--- src/rtl/osc_meas_pkg.sv ---
// Shared types for the ring-oscillator measurement sequencer: FSM states,
// mode encodings, oscillator select values and the oscillator choice rule.
package osc_meas_pkg;

    typedef enum logic [2:0] {
        IDLE,
        SETTLE,
        GATE,
        CAPTURE,
        HOLD
    } meas_state_t;

    localparam logic [1:0] MODE_INV  = 2'b00;
    localparam logic [1:0] MODE_NAND = 2'b01;
    localparam logic [1:0] MODE_ALT  = 2'b10;

    localparam logic OSC_INV  = 1'b0;
    localparam logic OSC_NAND = 1'b1;

    // Mode 11 falls through to the inverter ring, same as mode 00.
    function automatic logic choose_osc(input logic [1:0] mode, input logic phase);
        case (mode)
            MODE_NAND: return OSC_NAND;
            MODE_ALT:  return phase;
            default:   return OSC_INV;
        endcase
    endfunction

endpackage

--- src/rtl/osc_meas_sequencer_timer.sv ---
// Loadable down-counter used for the settle, gate and drop intervals.
// done is high while the remaining count is zero.
module interval_timer #(
    parameter int TMR_W = 16
) (
    input  logic             clk_in,
    input  logic             rst_n,
    input  logic             load,
    input  logic [TMR_W-1:0] load_val,
    output logic             done
);

    logic [TMR_W-1:0] remaining;

    always_ff @(posedge clk_in) begin
        if (!rst_n) begin
            remaining <= '0;
        end else if (load) begin
            remaining <= load_val;
        end else if (remaining != '0) begin
            remaining <= remaining - TMR_W'(1);
        end
    end

    assign done = (remaining == '0);

endmodule

--- src/rtl/osc_meas_sequencer.sv ---
// Ring-oscillator measurement sequencer: settle, gate, capture, hand off.
// Define MEAS_DROP_EN to discard results that sit unaccepted for DROP_CYCLES.
module osc_meas_sequencer
    import osc_meas_pkg::*;
#(
    parameter int CNT_W         = 16,
    parameter int WIN_CYCLES    = 1000,
    parameter int SETTLE_CYCLES = 16,
    parameter int TMR_W         = 16
`ifdef MEAS_DROP_EN
    ,
    parameter int DROP_CYCLES   = 4096
`endif
) (
    input  logic             clk_in,
    input  logic             rst_n,
    input  logic             run,
    input  logic [1:0]       mode,
    input  logic [CNT_W-1:0] count,
    output logic             en_inv_osc,
    output logic             en_nand_osc,
    output logic             osc_sel,
    output logic             cnt_clr,
    output logic             cnt_en,
    output logic [CNT_W-1:0] meas_data,
    output logic             meas_src,
    output logic             meas_sat,
    output logic             meas_valid,
`ifdef MEAS_DROP_EN
    output logic             meas_drop,
`endif
    input  logic             meas_ready,
    output logic             busy
);

    localparam logic [TMR_W-1:0] SETTLE_LD = TMR_W'(SETTLE_CYCLES - 1);
    localparam logic [TMR_W-1:0] WIN_LD    = TMR_W'(WIN_CYCLES - 1);
`ifdef MEAS_DROP_EN
    localparam logic [TMR_W-1:0] HOLD_LD   = TMR_W'(DROP_CYCLES - 1);
`else
    localparam logic [TMR_W-1:0] HOLD_LD   = '0;
`endif

    meas_state_t      state;
    logic [1:0]       mode_q;
    logic             phase;
    logic             xfer;
    logic             drop_now;
    logic             hold_exit;
    logic             next_phase;
    logic             start_sel;
    logic             tmr_load;
    logic [TMR_W-1:0] tmr_val;
    logic             tmr_done;

    assign xfer = meas_valid & meas_ready;

`ifdef MEAS_DROP_EN
    assign drop_now = (state == HOLD) & tmr_done & ~xfer;
`else
    assign drop_now = 1'b0;
`endif

    assign hold_exit  = (state == HOLD) & (xfer | drop_now);
    assign next_phase = (hold_exit && mode_q == MODE_ALT) ? ~phase : phase;
    assign start_sel  = choose_osc(mode, next_phase);

    // Reload on every state entry; the loaded value is the length of the state being entered.
    assign tmr_load = tmr_done | (state == IDLE) | (state == CAPTURE) | hold_exit;

    always_comb begin
        tmr_val = SETTLE_LD;
        case (state)
            SETTLE:  tmr_val = WIN_LD;
            CAPTURE: tmr_val = HOLD_LD;
            default: tmr_val = SETTLE_LD;
        endcase
    end

    interval_timer #(
        .TMR_W(TMR_W)
    ) u_timer (
        .clk_in   (clk_in),
        .rst_n    (rst_n),
        .load     (tmr_load),
        .load_val (tmr_val),
        .done     (tmr_done)
    );

    always_ff @(posedge clk_in) begin
        if (!rst_n) begin
            state       <= IDLE;
            mode_q      <= MODE_INV;
            phase       <= OSC_INV;
            en_inv_osc  <= 1'b0;
            en_nand_osc <= 1'b0;
            osc_sel     <= OSC_INV;
            cnt_clr     <= 1'b0;
            cnt_en      <= 1'b0;
            meas_data   <= '0;
            meas_src    <= 1'b0;
            meas_sat    <= 1'b0;
            meas_valid  <= 1'b0;
            busy        <= 1'b0;
`ifdef MEAS_DROP_EN
            meas_drop   <= 1'b0;
`endif
        end else begin
            cnt_clr <= 1'b0;
            cnt_en  <= 1'b0;
`ifdef MEAS_DROP_EN
            meas_drop <= 1'b0;
`endif
            case (state)
                IDLE: begin
                    if (run) begin
                        state       <= SETTLE;
                        mode_q      <= mode;
                        osc_sel     <= start_sel;
                        en_inv_osc  <= (start_sel == OSC_INV);
                        en_nand_osc <= (start_sel == OSC_NAND);
                        cnt_clr     <= 1'b1;
                        busy        <= 1'b1;
                    end
                end
                SETTLE: begin
                    if (!run) begin
                        state       <= IDLE;
                        en_inv_osc  <= 1'b0;
                        en_nand_osc <= 1'b0;
                        busy        <= 1'b0;
                    end else if (tmr_done) begin
                        state  <= GATE;
                        cnt_en <= 1'b1;
                    end else begin
                        cnt_clr <= 1'b1;
                    end
                end
                GATE: begin
                    if (!run) begin
                        state       <= IDLE;
                        en_inv_osc  <= 1'b0;
                        en_nand_osc <= 1'b0;
                        busy        <= 1'b0;
                    end else if (tmr_done) begin
                        state <= CAPTURE;
                    end else begin
                        cnt_en <= 1'b1;
                    end
                end
                // The gate closed a cycle ago, so count is stable here.
                CAPTURE: begin
                    state       <= HOLD;
                    meas_data   <= count;
                    meas_src    <= osc_sel;
                    meas_sat    <= &count;
                    meas_valid  <= 1'b1;
                    en_inv_osc  <= 1'b0;
                    en_nand_osc <= 1'b0;
                end
                HOLD: begin
                    if (hold_exit) begin
                        meas_valid <= 1'b0;
                        phase      <= next_phase;
`ifdef MEAS_DROP_EN
                        meas_drop  <= drop_now;
`endif
                        if (run) begin
                            state       <= SETTLE;
                            mode_q      <= mode;
                            osc_sel     <= start_sel;
                            en_inv_osc  <= (start_sel == OSC_INV);
                            en_nand_osc <= (start_sel == OSC_NAND);
                            cnt_clr     <= 1'b1;
                        end else begin
                            state <= IDLE;
                            busy  <= 1'b0;
                        end
                    end
                end
                default: begin
                    state <= IDLE;
                    busy  <= 1'b0;
                end
            endcase
        end
    end

endmodule
--- config.mk ---
export PLATFORM = sky130hd
export DESIGN_NAME = osc_meas_sequencer
export DESIGN_NICKNAME = d
export VERILOG_FILES = /design/src/rtl/osc_meas_pkg.sv /design/src/rtl/osc_meas_sequencer_timer.sv /design/src/rtl/osc_meas_sequencer.sv
export SDC_FILE = /design/constraint.sdc
export NUM_CORES = 1
export LEC_CHECK = 0
export ABC_AREA = 1
export CORE_UTILIZATION = 45
export DETAILED_ROUTE_END_ITERATION = 6
export PLACE_DENSITY = 0.75
export SYNTH_ARGS = -nofsm -noshare
export SYNTH_HDL_FRONTEND = slang
export SYNTH_SLANG_ARGS = --single-unit
--- constraint.sdc ---
create_clock -name clk_in -period 1.4 [get_ports clk_in]
set_input_delay 0.35 -clock clk_in [delete_from_list [all_inputs] [get_ports clk_in]]
set_output_delay 0.35 -clock clk_in [all_outputs]
set_load 0.02 [all_outputs]
After elaboration in Yosys (flattened, before gate mapping)
Index checks and enable logic that the tools add are counted.
{"block": "totals", "reg_bits": 47, "latch_bits": 0, "mem_bits_rw": 0, "romBits": 0, "input_bits": 22, "mem_count": 0}
{"block": "op_classes", "addsub": 1, "multipliers": 0, "div": 0, "order_cmp": 0, "eq_ne": 12, "shifts": 0, "n_mux": 40, "n_bitwise": 8, "n_reduce_logical": 16}
{"cell": "two-way mux 16 bit", "n": 2}
{"cell": "case mux 10 bit (2 select lines)", "n": 1}
{"cell": "two-way mux 1 bit", "n": 19}
{"cell": "two-way mux 3 bit", "n": 6}
{"cell": "zero test 16 bit", "n": 1}
{"cell": "AND reduction 16 bit", "n": 1}
{"cell": "nonzero test 16 bit", "n": 1}
{"cell": "subtractor 16 x 1 -> 16 bit (second input constant)", "n": 1}
{"cell": "case mux 3 bit (5 select lines)", "n": 1}
{"cell": "case mux 1 bit (4 select lines)", "n": 3}
{"cell": "case mux 1 bit (2 select lines)", "n": 4}
{"cell": "equality test 3 x 2 -> 1 bit (second input constant)", "n": 2}
{"cell": "inequality test 2 bit (second input constant)", "n": 3}
{"cell": "inequality test 3 bit (second input constant)", "n": 2}
{"cell": "AND reduction 2 bit", "n": 3}
{"cell": "AND reduction 3 bit", "n": 2}
{"cell": "nonzero test 2 bit", "n": 3}
{"cell": "equality test 2 bit (second input constant)", "n": 2}
{"cell": "two-way mux 2 bit", "n": 2}
{"cell": "case mux 2 bit (2 select lines)", "n": 1}
{"cell": "AND reduction 4 bit", "n": 1}
{"cell": "nonzero test 4 bit", "n": 1}
{"cell": "equality test 3 x 1 -> 1 bit (second input constant)", "n": 1}
{"cell": "equality test 3 bit (second input constant)", "n": 1}
{"cell": "other kinds (8)", "n": 13}

Logic depth before layout (Yosys ltp)
{"block": "depth", "ltp_word": 9, "ltp_mapped": 10, "mapped_depth_nobuf": 10}

Cells and area by module
A second synthesis with hierarchy kept.
{"block": "hier_totals", "hier_cells": 359, "hier_area_um2": 2436.1}
{"module": "osc_meas_sequencer", "instances": 1, "cells_each": 179, "area_each_um2": 1321.3, "seq_area_each_um2": 620.6}
{"module": "interval_timer", "instances": 1, "cells_each": 180, "area_each_um2": 1114.8, "seq_area_each_um2": 320.3}

Worst setup path before layout
No wires, ideal clock.
{"block": "synth_timing", "path_kind": "register to register", "from": "reg u_timer.remaining[0]", "to": "reg u_timer.remaining[14]", "setup_ps": 122, "t_arrival_ps": 1213, "required_time_ps": 1278, "setup_slack_ps": 65, "path_stages_with_launch": 10, "n_path_buf": 0, "period_less_slack_ps": 1335, "path_cell_list": "dfxtp_1 inv_1 ha_1 nand2_1 inv_2 nand2_2 nor2_2 nand3_1 o21ai_0 a21oi_1"}
{"block": "synth_between", "elab_chain_len": 5}
{"element": "start, declared", "line_no": "osc_meas_sequencer_timer.sv:13", "source": "logic [TMR_W-1:0] remaining;"}
{"element": "start signal, assigned", "line_no": "osc_meas_sequencer_timer.sv:19", "source": "remaining <= load_val;"}
{"element": "start signal, assigned", "line_no": "osc_meas_sequencer_timer.sv:21", "source": "remaining <= remaining - TMR_W'(1);"}
{"element": "parallel branches: the longest is 5 deep, another holds subtractor 16 x 1 -> 16 bit"}
Parallel ways; which one is timed is not known. The select of a mux whose other input is x is not followed.
A chain may end at the register's enable or synchronous reset.

Worst setup path after layout
{"block": "layout_timing", "from": "reg u_timer.remaining[1]", "to": "reg u_timer.remaining[9]"}
The elaborated chain is that of the path after synthesis.

==> results_dict.tcl <==
set metrics [dict create \
    slew_violations 0 \
    holdWs_ps 455 \
    post-dp-hpwl_mm 3.53 \
    die_w_um 71.3 \
    drive_above_1_share_pct 25.7 \
    synth_flop_cell "dfxtp_1" \
    start_util_pct 48.3 \
    met1_usage_pct 26.0 \
    first_pass_iters 4 \
    period_share_pct 99.4 \
    overflow 0 \
    syn-num-nets 315 \
    rsz0062_at_grt "true" \
    arrival_ps 1580 \
    crit_type "flip-flop to flip-flop" \
    drt_iter0_drc 91 \
    mostFrequentLayoutCells "nor2_1, dfxtp_1, nand2_1" \
    synth_area_leaders "dfxtp_1, nor2_1, nand2_1, inv_1, o21ai_0" \
    place_congestion 0.825 \
    cts_sinks 47 \
    core_sq_um 4470 \
    antenna_found_initial 0 \
    grt_pass1_vias 1999 \
    io_buffers 46 \
    power.total_mw 6.45 \
    worst_ir_drop_vdd_mv 0.836 \
    ys_types 28 \
    synthCells 289 \
    timing.fmax_mhz 719 \
    synth_largest_area_cell "dfxtp_1" \
    p_leak_nw 1.48 \
    grt_usage_pct 20.6 \
    clkLatencyLatePin_ps 300 \
    antenna_left 0 \
    timing.slew.headroom_pct 81.3 \
    min_path_type "flip-flop to flip-flop" \
    synth_async_sr_flop_share_pct 0 \
    required_ps 1590 \
    drt-total-wl_mm 5.23 \
    cts_max_level 2 \
    cts_buffers 5 \
    grt_max_degree 20 \
    grtUsageMet2_pct 33.3 \
    fillers 362 \
    synth_warnings 0 \
    synth_edf_count 0 \
    syn_avg_cell_area_sq_um 7.48 \
    tightest_slew_ps 279 \
    syn_area_sq_um 2160 \
    setup_viol 0 \
    vias 2091 \
    cts_hold_buffers 0 \
    die_height_um 71.3 \
    dpl_cell_area_sq_um 2850 \
    synth_top_area_share_pct 43.5 \
    grt-busiest-layer "met2" \
    layout_commonest_cell "nor2_1" \
    status "finished, final reports clean" \
    root_buffer "clkbuf_8" \
    rows 24 \
    setup_tns_ps 0 \
    diodes 0 \
    fin_skew_ps 7.78 \
    stdcell_area_sq_um 3130 \
    grt_use_met3_pct 7.03 \
    cts.clk_slew.worst_paths_ps 90 \
    cp_max_fo 3 \
    wl_per_cell_um 12.4 \
    viasPerCell 4.95 \
    max_cap_viol_count 0 \
    area_delta_synth_final_pct 45.0 \
    cts_tree "done" \
    synth_seq_cells 47 \
    power_density_nw_per_um2 2060 \
    io_pins 47 \
    fin_nets 395 \
    grt_pass1_wl_mm 8.42 \
    min_period_ps 1390 \
    die_area_sq_um 5080 \
    report.final.hold_viol_count 0 \
    ys_seq_area_share_pct 43.5 \
    cp-end-kind "flip-flop" \
    cts_buffer_depth 2 \
    drc 0 \
    cp-start-kind "flip-flop" \
]
==> power by group <==
part / internal, mW / switching [mW] / leakage (nW)
Sequential: 1.70 / 0.276 / 0.385
Combinational: 1.39 / 1.90 / 1.03
Clock: 0.714 / 0.461 / 0.0654
Total: 3.81 / 2.63 / 1.48
==> cells in the mapped netlist (7+ instances only) <==
library cell / instances
o21ai_1: 8
a21oi_1: 15
xor2_1: 8
nand2_2: 8
nand2_1: 40
nand4_1: 7
nor2_1: 49
inv_2: 8
inv_1: 30
o21ai_0: 21
dfxtp_1: 47
nand3_1: 15
==> final timing paths <==
kind              cells after the start                 start  slack [ps]                   end
setup reg to reg                     10  u_timer.remaining[1]           9  u_timer.remaining[9]
hold reg to reg                       2          meas_data[9]         450          meas_data[9]
hold / removal                        2          meas_data[9]         450          meas_data[9]
setup / recovery                     10  u_timer.remaining[1]           9  u_timer.remaining[9]
==> area by class of cell <==
cell class / count / area, sq um / share of cell area (%)
Clock buffer: 6 / 72.6 / 2.32
Clock inverter: 2 / 60.1 / 1.92
Inverter: 38 / 153 / 4.87
Multi-Input combinational cell: 198 / 1160 / 36.9
Sequential cell: 47 / 947 / 30.2
Tap cell: 52 / 65.1 / 2.08
Timing Repair Buffer: 79 / 681 / 21.7
==> sequential cells by signal, indices dropped and copies added (netlist names) <==
| register | count |
|---|---|
| cnt_clr | 1 |
| cnt_en | 1 |
| meas_src | 1 |
| osc_sel | 1 |
| phase | 1 |
| u_timer.remaining | 16 |
| state | 3 |
| en_nand_osc | 1 |
| meas_data | 16 |
| busy | 1 |
| meas_valid | 1 |
| meas_sat | 1 |
| en_inv_osc | 1 |
| mode_q | 2 |
==> routing by layer <==
metal / vias to the layer above / part of all wire (%)
met5: - / 0
met4: 0 / 1.3
met3: 6 / 7.1
met2: 64 / 45
met1: 936 / 46
li1: 1085 / -
==> critical path, stage by stage, from the launching register on <==
cell and delay (ps):
dfxtp_2 330, inv_4 80, buf_6 100, nand3_2 100, nor2_4 160, nand2_2 90
nor2_4 130, buf_4 120, nand2_1 40, nand2_1 60, o21ai_1 50
==> what timing repair did <==
action	CTS	global route
cloned	0	0
pin swaps	5	22
setup endpoints to repair	42	33
hold endpoints to repair	0	0
setup buffers	2	4
resized for setup	35	38
==> cell families after synthesis <==
| family | after synthesis | synth area share (%) |
|---|---|---|
| AO/OA/AOI/OAI | 50 | 12.3 |
| XOR/XNOR | 8 | 3.24 |
| AND/OR/NAND/NOR | 136 | 29.8 |
| adder cells (fa/ha/maj) | 4 | 2.32 |
| buffers and inverters | 44 | 8.74 |
| flip-flops | 47 | 43.5 |
==> stage by stage <==
stage | util, % | instances | setup WS (ps)
after global routing | 70.1 | 422 | -90.6
after global placement | 63.7 | 409 | -278
after detailed placement | 63.7 | 409 | -297
after floorplan | - | 289 | 65.1
final | 70.1 | 422 | 8.75
after CTS | 66.9 | 418 | 4.86
Note: power is estimated with default switching activity, not from simulation.
